### src/rtl/gen_scanout_pkg.sv
// Shared types and sizing for the generation datapath.
// The grid is 16x16, and cell (r,c) is at bit r*COLS+c.
package gen_pkg;

  localparam int ROWS   = 16;
  localparam int COLS   = 16;
  localparam int GRID_W = ROWS * COLS;
  localparam int CNT_W  = 9;
  localparam int IDX_W  = 4;
  localparam int POP_W  = 5;

  typedef enum logic [1:0] {
    IDLE = 2'd0,
    SEND = 2'd1,
    DONE = 2'd2
  } scan_state_e;

endpackage

### src/rtl/gen_scanout_if.sv
// Row-stream handshake from the scan-out block to a display driver.
// The master drives data, index and valid, and the slave drives ready.
interface gen_scanout_if;

  logic [gen_pkg::COLS-1:0]  row_data;
  logic [gen_pkg::IDX_W-1:0] row_idx;
  logic                      row_valid;
  logic                      row_ready;

  modport master (output row_data, output row_idx, output row_valid, input row_ready);
  modport slave  (input row_data, input row_idx, input row_valid, output row_ready);

endinterface

### src/rtl/gen_scanout_row_popcount.sv
// Combinational population count of one grid row. Other grid-statistics
// blocks can reuse it.
module row_popcount
  import gen_pkg::*;
#(
  parameter int W  = COLS,
  parameter int CW = POP_W
) (
  input  logic [W-1:0]  row_i,
  output logic [CW-1:0] count_o
);

  // NOTE: assign a default before the loop. Then every path writes count_o
  // and no latch is inferred.
  always_comb begin
    count_o = '0;
    for (int i = 0; i < W; i++) begin
      count_o = count_o + CW'(row_i[i]);
    end
  end

endmodule

### src/rtl/gen_scanout.sv
// Snapshots the generation grid and streams it out one row per transfer.
// It also counts the live cells in the rows that have been transferred.
module gen_scanout
  import gen_pkg::*;
(
  input  logic              clk,
  input  logic              reset_n,
  input  logic [GRID_W-1:0] grid_in,
  input  logic              grid_load,
  output logic              busy,
  output logic              frame_done,
  output logic [CNT_W-1:0]  live_count,
  output logic              overrun,
  gen_scanout_if.master     row_if
);

  scan_state_e       state_q;
  logic [GRID_W-1:0] snapshot_q;
  logic [IDX_W-1:0]  row_idx_q;
  logic [CNT_W-1:0]  live_count_q;
  logic              overrun_q;

  logic [COLS-1:0]   row_data;
  logic [POP_W-1:0]  row_pop;
  logic [CNT_W-1:0]  live_count_d;
  logic              transfer;

  assign row_data     = snapshot_q[row_idx_q*COLS +: COLS];
  assign transfer     = (state_q == SEND) && row_if.row_ready;
  assign live_count_d = live_count_q + CNT_W'(row_pop);

  row_popcount #(.W(COLS), .CW(POP_W)) u_row_popcount (
    .row_i   (row_data),
    .count_o (row_pop)
  );

  // NOTE: the snapshot is a plain register, not a RAM. It resets to zero, so
  // row_data is defined even before the first load.
  // NOTE: use non-blocking assignments here. Every register then samples the
  // values from before the edge, whatever order the statements are in.
  always_ff @(posedge clk or negedge reset_n) begin
    if (!reset_n) begin
      state_q      <= IDLE;
      snapshot_q   <= '0;
      row_idx_q    <= '0;
      live_count_q <= '0;
      overrun_q    <= 1'b0;
    end else begin
      unique case (state_q)
        IDLE: begin
          if (grid_load) begin
            snapshot_q   <= grid_in;
            row_idx_q    <= '0;
            live_count_q <= '0;
            overrun_q    <= 1'b0;
            state_q      <= SEND;
          end
        end
        SEND: begin
          if (grid_load) overrun_q <= 1'b1;
          if (transfer) begin
            live_count_q <= live_count_d;
            if (row_idx_q == IDX_W'(ROWS - 1)) state_q   <= DONE;
            else                               row_idx_q <= row_idx_q + 1'b1;
          end
        end
        DONE: begin
          if (grid_load) overrun_q <= 1'b1;
          state_q <= IDLE;
        end
        default: state_q <= IDLE;
      endcase
    end
  end

  // These outputs decode the state register directly. A mid-frame reset
  // therefore clears them at once and no frame_done is issued.
  assign row_if.row_valid = (state_q == SEND);
  assign row_if.row_data  = row_data;
  assign row_if.row_idx   = row_idx_q;
  assign busy             = (state_q != IDLE);
  assign frame_done       = (state_q == DONE);
  assign live_count       = live_count_q;
  assign overrun          = overrun_q;

endmodule

### src/flat_wrapper.sv
// flat-port wrapper written by rule: the top's interface ports become plain ports
module gen_scanout_flat import gen_pkg::*;
  (clk, reset_n, grid_in, grid_load, busy, frame_done, live_count, overrun, row_if_row_data, row_if_row_idx, row_if_row_valid, row_if_row_ready);
  gen_scanout_if row_if_i ();
  input  logic clk;
  input  logic reset_n;
  input  logic [GRID_W-1:0] grid_in;
  input  logic grid_load;
  output logic busy;
  output logic frame_done;
  output logic [CNT_W-1:0] live_count;
  output logic overrun;
  output wire logic [$bits(row_if_i.row_data)-1:0] row_if_row_data;
  output wire logic [$bits(row_if_i.row_idx)-1:0] row_if_row_idx;
  output wire logic [$bits(row_if_i.row_valid)-1:0] row_if_row_valid;
  input wire logic [$bits(row_if_i.row_ready)-1:0] row_if_row_ready;
  assign row_if_row_data = row_if_i.row_data;
  assign row_if_row_idx = row_if_i.row_idx;
  assign row_if_row_valid = row_if_i.row_valid;
  assign row_if_i.row_ready = row_if_row_ready;
  gen_scanout u_core (.clk(clk), .reset_n(reset_n), .grid_in(grid_in), .grid_load(grid_load), .busy(busy), .frame_done(frame_done), .live_count(live_count), .overrun(overrun), .row_if(row_if_i));
endmodule
### config.mk
export PLATFORM = sky130hd
export DESIGN_NAME = gen_scanout_flat
export DESIGN_NICKNAME = d
export VERILOG_FILES = /design/src/rtl/gen_scanout_pkg.sv /design/src/rtl/gen_scanout_if.sv /design/src/rtl/gen_scanout_row_popcount.sv /design/src/rtl/gen_scanout.sv /design/src/flat_wrapper.sv
export SDC_FILE = /design/constraint.sdc
export NUM_CORES = 1
export LEC_CHECK = 0
export BUFFER_PORTS_ARGS = -buffer_cell sky130_fd_sc_hd__buf_2
export CORE_MARGIN = 10
export CORE_UTILIZATION = 25
export CTS_CLUSTER_DIAMETER = 150
export DETAILED_ROUTE_END_ITERATION = 8
export REMOVE_ABC_BUFFERS = 1
export SLEW_MARGIN = 20
export SYNTH_ARGS = -nofsm -noshare
export SYNTH_HDL_FRONTEND = slang
export SYNTH_SLANG_ARGS = --single-unit
### constraint.sdc
create_clock -name clk -period 6 [get_ports clk]
set_input_delay 1.5 -clock clk [delete_from_list [all_inputs] [get_ports clk]]
set_output_delay 1.5 -clock clk [all_outputs]
set_load 0.01 [all_outputs]
==> metrics.md, run 1 <==
| Metric | Value |
|---|---|
| Worst slew margin | `0.480` |
| Num CTS Buffers | `31` |
| Clk sinks | `272` |
| Crit start category | `flop` |
| Row Count | `83` |
| Crit path arrival time | `6.05 ns` |
| Max cap viols | `0` |
| Vias/cell | `4.43` |
| Io pins | `293` |
| Tcrit/Tclk final | `0.933` |
| Fmax | `179 MHz` |
| Total Wirelength | `38.7 mm` |
| Die Wd | `248 um` |
| Post-CTS sizing | `0` |
| Die ar. | `61500 sq um` |
| Final WS setup | `0.399 ns` |
| Worst hold margin | `0.501 ns` |
| WP data required | `6.45 ns` |
| CTS tree | `yes` |
| R2r startpoint | `u_core.row_if.row_idx[0]` |
| First-pass GRT wire length | `57.3 mm` |
| Least-Margin Pin Slew | `0.781 ns` |
| Post-synth EDFFs | `0` |
| Clk_lat worst skew | `0.59 ns` |
| DR WL/cell | `20.4 um` |
| Sequential share of the synthesized area | `0.524` |
| Register bit total from synthesis | `272` |
| Status | `completed` |
| Vias in the first global route | `9377` |
| Setup WS pre-CTS | `0.304 ns` |
| Post-Layout Cell Count | `1902` |
| Ranking of synthesized cells by area | `dfrtp_1 52%, mux2_2 24%, mux4_2 5.5%, mux2i_1 3.6%, fa_1 1.8%` |
| Mapped Area | `13000 sq um` |
| Count leader, synth | `mux2_2` |
| CP Max Fanout | `32` |
| DIE HEIGHT | `248 um` |
| NumNets Final | `1482` |
| Initial DRT Pass Iterations | `4` |
| Core Area | `51400 sq um` |
| Setup TNS | `0 ns` |
| Initial DRC count | `343` |
| Initial Util | `0.253` |
| Syn Inst Count | `903` |
| Root buf cell | `clkbuf_16` |
| Layout cells sized above 1 | `0.561` |
| DPL Wire Length | `29.0 mm` |
| Fin crit period | `5.60 ns` |
| Maximum clock insertion buffer count | `3` |
| Ys Warns | `0` |
| Share of the synthesized area in the top cell type | `0.524` |
| Mapped Avg Cell Area | `14.4 sq um` |
| Grt total ovfl | `0` |
| Synth unique cells | `44` |
| HP Class | `reg2reg` |
| Worst-path clk slew | `0.06 ns` |
| Unrepaired setup endpoints after global routing | `no` |
| Setup Viol. Count Final | `0` |
| Top cells by count, synth | `274 x mux2_2, 272 x dfrtp_1, 47 x mux2i_1` |
| Vias | `8423` |
| Drt drc | `0` |
| VDD IR max | `1.23 mV` |
| Most used DFF post-synth | `dfrtp_1` |
| Pwr dens | `754 nW/um^2` |
| I/O Buffers | `292` |
| GRT Util Overall | `0.122` |
| Largest net degree at the start of global routing | `127` |
| Crit path kind | `reg2reg` |
| Placed cell count | `1840` |
| CP endpoint kind | `flop` |
| Final Hold Viols | `0` |
| Critical path origin | `u_core.row_if.row_idx[0]` |
| Hold path startpoint | `u_core.snapshot_q[254]` |
| Slew Viols, Final | `0` |
| H-tree depth | `1` |
| Area growth syn-to-layout | `25.4%` |
| Clock Skew | `0.0184 ns` |
| Static Leak | `7.22 nW` |
| DRT antenna net count | `0` |
| Placer Congestion | `0.762` |
| Largest area contributor in the netlist | `dfrtp_1` |
| Asr flop ratio synth | `1.00` |
| Antenna violations before repair | `3` |
critical path: stages (launching register included):
cell and delay, ns:
dfrtp_4 0.57, buf_12 0.28, mux2_2 0.36, o21ai_0 0.14
a21oi_1 0.07, o21ai_0 0.18, nand2_1 0.15, fa_1 0.53
fa_1 0.52, inv_1 0.06, fa_1 0.52, fa_1 0.44
fa_1 0.42, fa_1 0.41, nand2b_1 0.19, a21oi_1 0.26
o211ai_1 0.14, xor2_1 0.14, nor2_1 0.05
registers in the layout, summed over array words and instances, names as in the netlist:
signal	count
u_core.snapshot_q	256
u_core.live_count	9
u_core.row_if.row_idx	4
u_core.state_q	2
u_core.overrun	1
stage by stage:
stage / area, sq um / util / total power [mW]
after CTS: 16200 / 0.316 / 12.5
after floorplan: 12600 / - / 8.48
after detailed placement: 15200 / 0.296 / 10.5
final: 16300 / 0.317 / 12.3
after global routing: 16300 / 0.317 / 13.5
after global placement: 15200 / 0.296 / 10.2
timing repair:
action	CTS	global route
setup buffers	0	3
hold endpoints to repair	0	0
setup endpoints to repair	0	1
hold buffers	0	0
cell usage in the layout (no fill, tap or decap), drive strengths merged, types with 2 or more instances in the layout:
master    n
buf     318
mux2    275
dfrtp   272
mux2i    47
clkbuf   43
o21ai    34
mux4     32
nand2    28
a21oi    25
inv      20
a22oi    15
a221oi   15
ha       13
nor2     12
fa       12
and2     10
clkinv    7
nand2b    4
xor2      4
bufinv    4
o211ai    3
and3      3
nor3      3
a22o      3
nor2b     3
diode     2
o22ai     2
o31ai     2
a31oi     2
layer usage:
metal,vias up,global-route usage,wire length [um]
li1,3897,-,-
met1,4244,0.158,16800
met2,229,0.196,18300
met3,49,0.0391,2920
met4,4,0.0238,694
met5,-,0,23
cells by family (layout without fill, tap and decap cells):
group / count (synthesis) / in the layout / synth area share
AO/OA/AOI/OAI: 106 / 106 / 0.0531
XOR/XNOR: 4 / 4 / 0.00270
adder cells (fa/ha/maj): 25 / 25 / 0.0310
buffers and inverters: 76 / 393 / 0.0352
flip-flops: 272 / 272 / 0.524
multiplexers: 354 / 354 / 0.330
other: 0 / 2 / 0
AND/OR/NAND/NOR: 66 / 66 / 0.0239
where the power goes:
part	leakage, nW	total (mW)	internal (mW)	switching, mW
sequential	3.20	3.28	2.77	0.509
clock	0.514	1.96	1.17	0.787
combinational	3.51	7.05	3.45	3.60
cell type report:
cell class	instances	area [sq um]
fill	5160	35100
inverter	19	71.3
clock inverter	13	190
multi-input combinational	555	5750
tap	680	851
antenna	2	5.00
clock buffer	43	861
sequential	272	6810
timing repair buffer	318	1760
final timing paths:
| check | endpoint | slack [ns] | cells past startpoint |
|---|---|---|---|
| max in group asynchronous | u_core.snapshot_q[121] | 3.82 | 3 |
| worst min-delay path | u_core.snapshot_q[254] | 0.50 | 1 |
| worst max-delay path | u_core.live_count[8] | 0.40 | 18 |
| worst min register to register | u_core.snapshot_q[254] | 0.50 | 1 |
| worst max register to register | u_core.live_count[8] | 0.40 | 18 |
| min in group asynchronous | u_core.snapshot_q[166] | 0.80 | 1 |
Power figures use the tool's default switching activity.
==> inputs of run 2 (changes only) <==
- ABC_AREA: unset -> 1
==> run 2 against run 1 <==
  * Cell count rose by 44%
  * Synthesized cell count rose by 96%
  * Routed wire length is 21% higher
  * Sequential share of layout area down 0.66 points
  * Global-route usage up 2.3 points
  * Design area up 1.6%
  * Clock power grew 13%
  * Largest power group unchanged
==> metrics.md, run 2 <==
| Metric | Value |
|---|---|
| Status | `completed` |
| NumNets Final | `2304` |
| Reg2reg setup slack | `0.86 ns` |
| Asr flop ratio synth | `1.00` |
| Critical path origin | `u_core.row_if.row_idx[1]` |
| Clk_lat worst skew | `0.53 ns` |
| Top reg by flops | `u_core.snapshot_q` |
| Count leader, synth | `nand2_1` |
| First-pass GRT wire length | `72.2 mm` |
| Clock Skew | `0.0158 ns` |
| Unrepaired setup endpoints after global routing | `no` |
| Mapped Avg Cell Area | `7.52 sq um` |
| Crit start category | `flop` |
| Worst hold margin | `0.476 ns` |
| DR WL/cell | `17.1 um` |
| Initial Util | `0.252` |
| Final WS setup | `0.862 ns` |
| Placed Area | `15300 sq um` |
| Vias | `12.2k` |
| GRT Max-Usage Layer | `met2` |
| Largest net degree at the start of global routing | `158` |
| Die Wd | `251 um` |
| Initial DRT Pass Iterations | `5` |
| Pwr dens | `709 nW/um^2` |
| Syn Inst Count | `1768` |
| Fmax | `195 MHz` |
| Ys Warns | `0` |
| Filler cell count | `5647` |
| I/O Buffers | `292` |
| Crit-path most repeated cell | `fa_1` |
| Clk sinks | `272` |
| N_diodes | `0` |
| Crit path arrival time | `5.55 ns` |
| Antenna violations before repair | `2` |
| CP max stage delay | `0.61 ns` |
| Area growth syn-to-layout | `24.5%` |
| DIE HEIGHT | `251 um` |
| Drt drc | `0` |
| Met2 Use GR | `0.228` |
| Placed cell count | `2669` |
| Top cells by count, synth | `921 x nand2_1, 272 x dfrtp_1, 106 x o21ai_0` |
| Register bit total from synthesis | `272` |
| CTS Hold Bufs | `0` |
| Final core utilization | `0.314` |
| Crit path kind | `reg2reg` |
| CTS tree | `yes` |
| Row Count | `84` |
| VDD IR max | `1.09 mV` |
| H-tree depth | `2` |
| Largest area contributor in the netlist | `dfrtp_1` |
| Most frequent cells in the layout | `919 x nand2_1, 291 x buf_2, 269 x dfrtp_1` |
| Maximum clock insertion buffer count | `3` |
| Max reg flops | `256` |
| R2r startpoint | `u_core.row_if.row_idx[1]` |
| Num CTS Buffers | `36` |
| Hold path startpoint | `u_core.snapshot_q[245]` |
| Initial DRC count | `939` |
| Footprint of the multi-input gates | `5650 sq um` |
| DRT antenna net count | `0` |
| Most common cell after layout, fill and taps aside | `nand2_1` |
| Post-Layout Cell Count | `2732` |
| Sequential share of the synthesized area | `0.512` |
| Die ar. | `62800 sq um` |
| Share of the synthesized area in the top cell type | `0.512` |
| Least-Margin Pin Slew | `0.951 ns` |
| Crit path cell chain | `buf_4 > inv_2 > nor2_1 > o21ai_0 > nand3_1 > nand2_1 > nand2_1 > inv_1 > fa_1 > fa_1 > fa_1 > fa_1 > fa_1 > fa_1 > inv_1 > nand2_1 > nand3_1 > nand3_1 > nand2_1 > nor2_1` |
| Storage element area | `6810 sq um` |
| CP Max Fanout | `25` |
| Min-Delay Endpoint | `u_core.snapshot_q[245]` |
| Layout cells sized above 1 | `0.194` |
| Overall Power | `11.7 mW` |
| Root buf cell | `clkbuf_16` |
| Static Leak | `8.89 nW` |
| Global routing usage on met1 | `0.186` |
| Setup TNS | `0 ns` |
| Io pins | `293` |
| Setup WS pre-CTS | `0.849 ns` |
| Final instance area | `16600 sq um` |
| Worst R2R Path Depth | `20` |
| Fin crit period | `5.14 ns` |
| Tcrit/Tclk final | `0.856` |
| Grt total ovfl | `0` |
| Vias/cell | `4.47` |
| Met3 Use GR | `0.0437` |
| Worst slew margin | `0.366` |
| Slew Viols, Final | `0` |
| Placer Congestion | `0.842` |
| Mapped Area | `13300 sq um` |
| CP endpoint kind | `flop` |
| Crit-path slowest cell | `fa_1` |
| Vias in the first global route | `12.8k` |
| Final Hold Viols | `0` |
| Most used DFF post-synth | `dfrtp_1` |
| Post-synth EDFFs | `0` |
| Worst hold stages | `2` |
| Max cap viols | `0` |
| DPL Wire Length | `33.3 mm` |
| Setup Viol. Count Final | `0` |
| Core Area | `52700 sq um` |
| Ranking of synthesized cells by area | `dfrtp_1 51%, nand2_1 26%, o21ai_0 4.0%, a21oi_1 3.4%, nand3_1 2.8%` |
| Total setup buffers inserted after CTS | `0` |
| Post-CTS sizing | `0` |
| Synth unique cells | `24` |
| Worst-path clk slew | `0.06 ns` |
| WP data required | `6.42 ns` |
| Total Wirelength | `46.7 mm` |
| GRT Util Overall | `0.145` |
| HP Class | `reg2reg` |
| Worst r2r dst | `u_core.live_count[6]` |
==> run 2: changes by cell type in the layout (fill, tap and decap cells not counted), sizes merged, moves of 47 or more <==
cell and delta:
a21oi +66, nand2 +893, inv +70, mux2i -47, nor2 +56, nand3 +73, o21ai +74, mux2 -275
==> run 2: logic make-up after synthesis <==
kind of cell	Yosys count	share of synthesized area
simple gates	1066	0.309
flops	272	0.512
compound gates	213	0.0829
buf+inv	189	0.0638
fa+ha+maj	25	0.0303
xor+xnor	3	0.00198
==> run 2: critical path, delay by kind of cell, from the launching register on <==
kind	cells	cell delay, ns
simple gates	9	0.79
flops	1	0.39
buf+inv	4	0.89
fa+ha+maj	6	2.86
compound gates	1	0.09
==> run 2: worst max-delay path by stage <==
stage	endpoint	slack, ns
finish	u_core.live_count[6]	0.86
global route	u_core.live_count[8]	0.42
floorplan	u_core.live_count[5]	-3.21
detailed placement	u_core.live_count[6]	0.85
CTS	u_core.live_count[6]	0.81
global placement	u_core.live_count[8]	0.85
==> run 2: layer usage <==
metal	up-vias	share of wire
met3	70	0.082
met4	2	0.026
met5	-	0.00021
li1	5995	-
met2	378	0.45
met1	5762	0.44
==> run 2: power by group <==
| group | total (mW) | internal (mW) | switching (mW) |
|---|---|---|---|
| registers | 3.20 | 2.71 | 0.494 |
| clock network | 2.21 | 1.36 | 0.848 |
| logic | 6.33 | 2.39 | 3.93 |
| total | 11.7 | 6.46 | 5.28 |
==> run 2: cell type report <==
type	count	area share
multi-input combinational	1307	0.341
inverter	86	0.0201
timing repair buffer	316	0.101
tap	688	0.0520
clock buffer	49	0.0635
sequential	272	0.412
clock inverter	14	0.0104
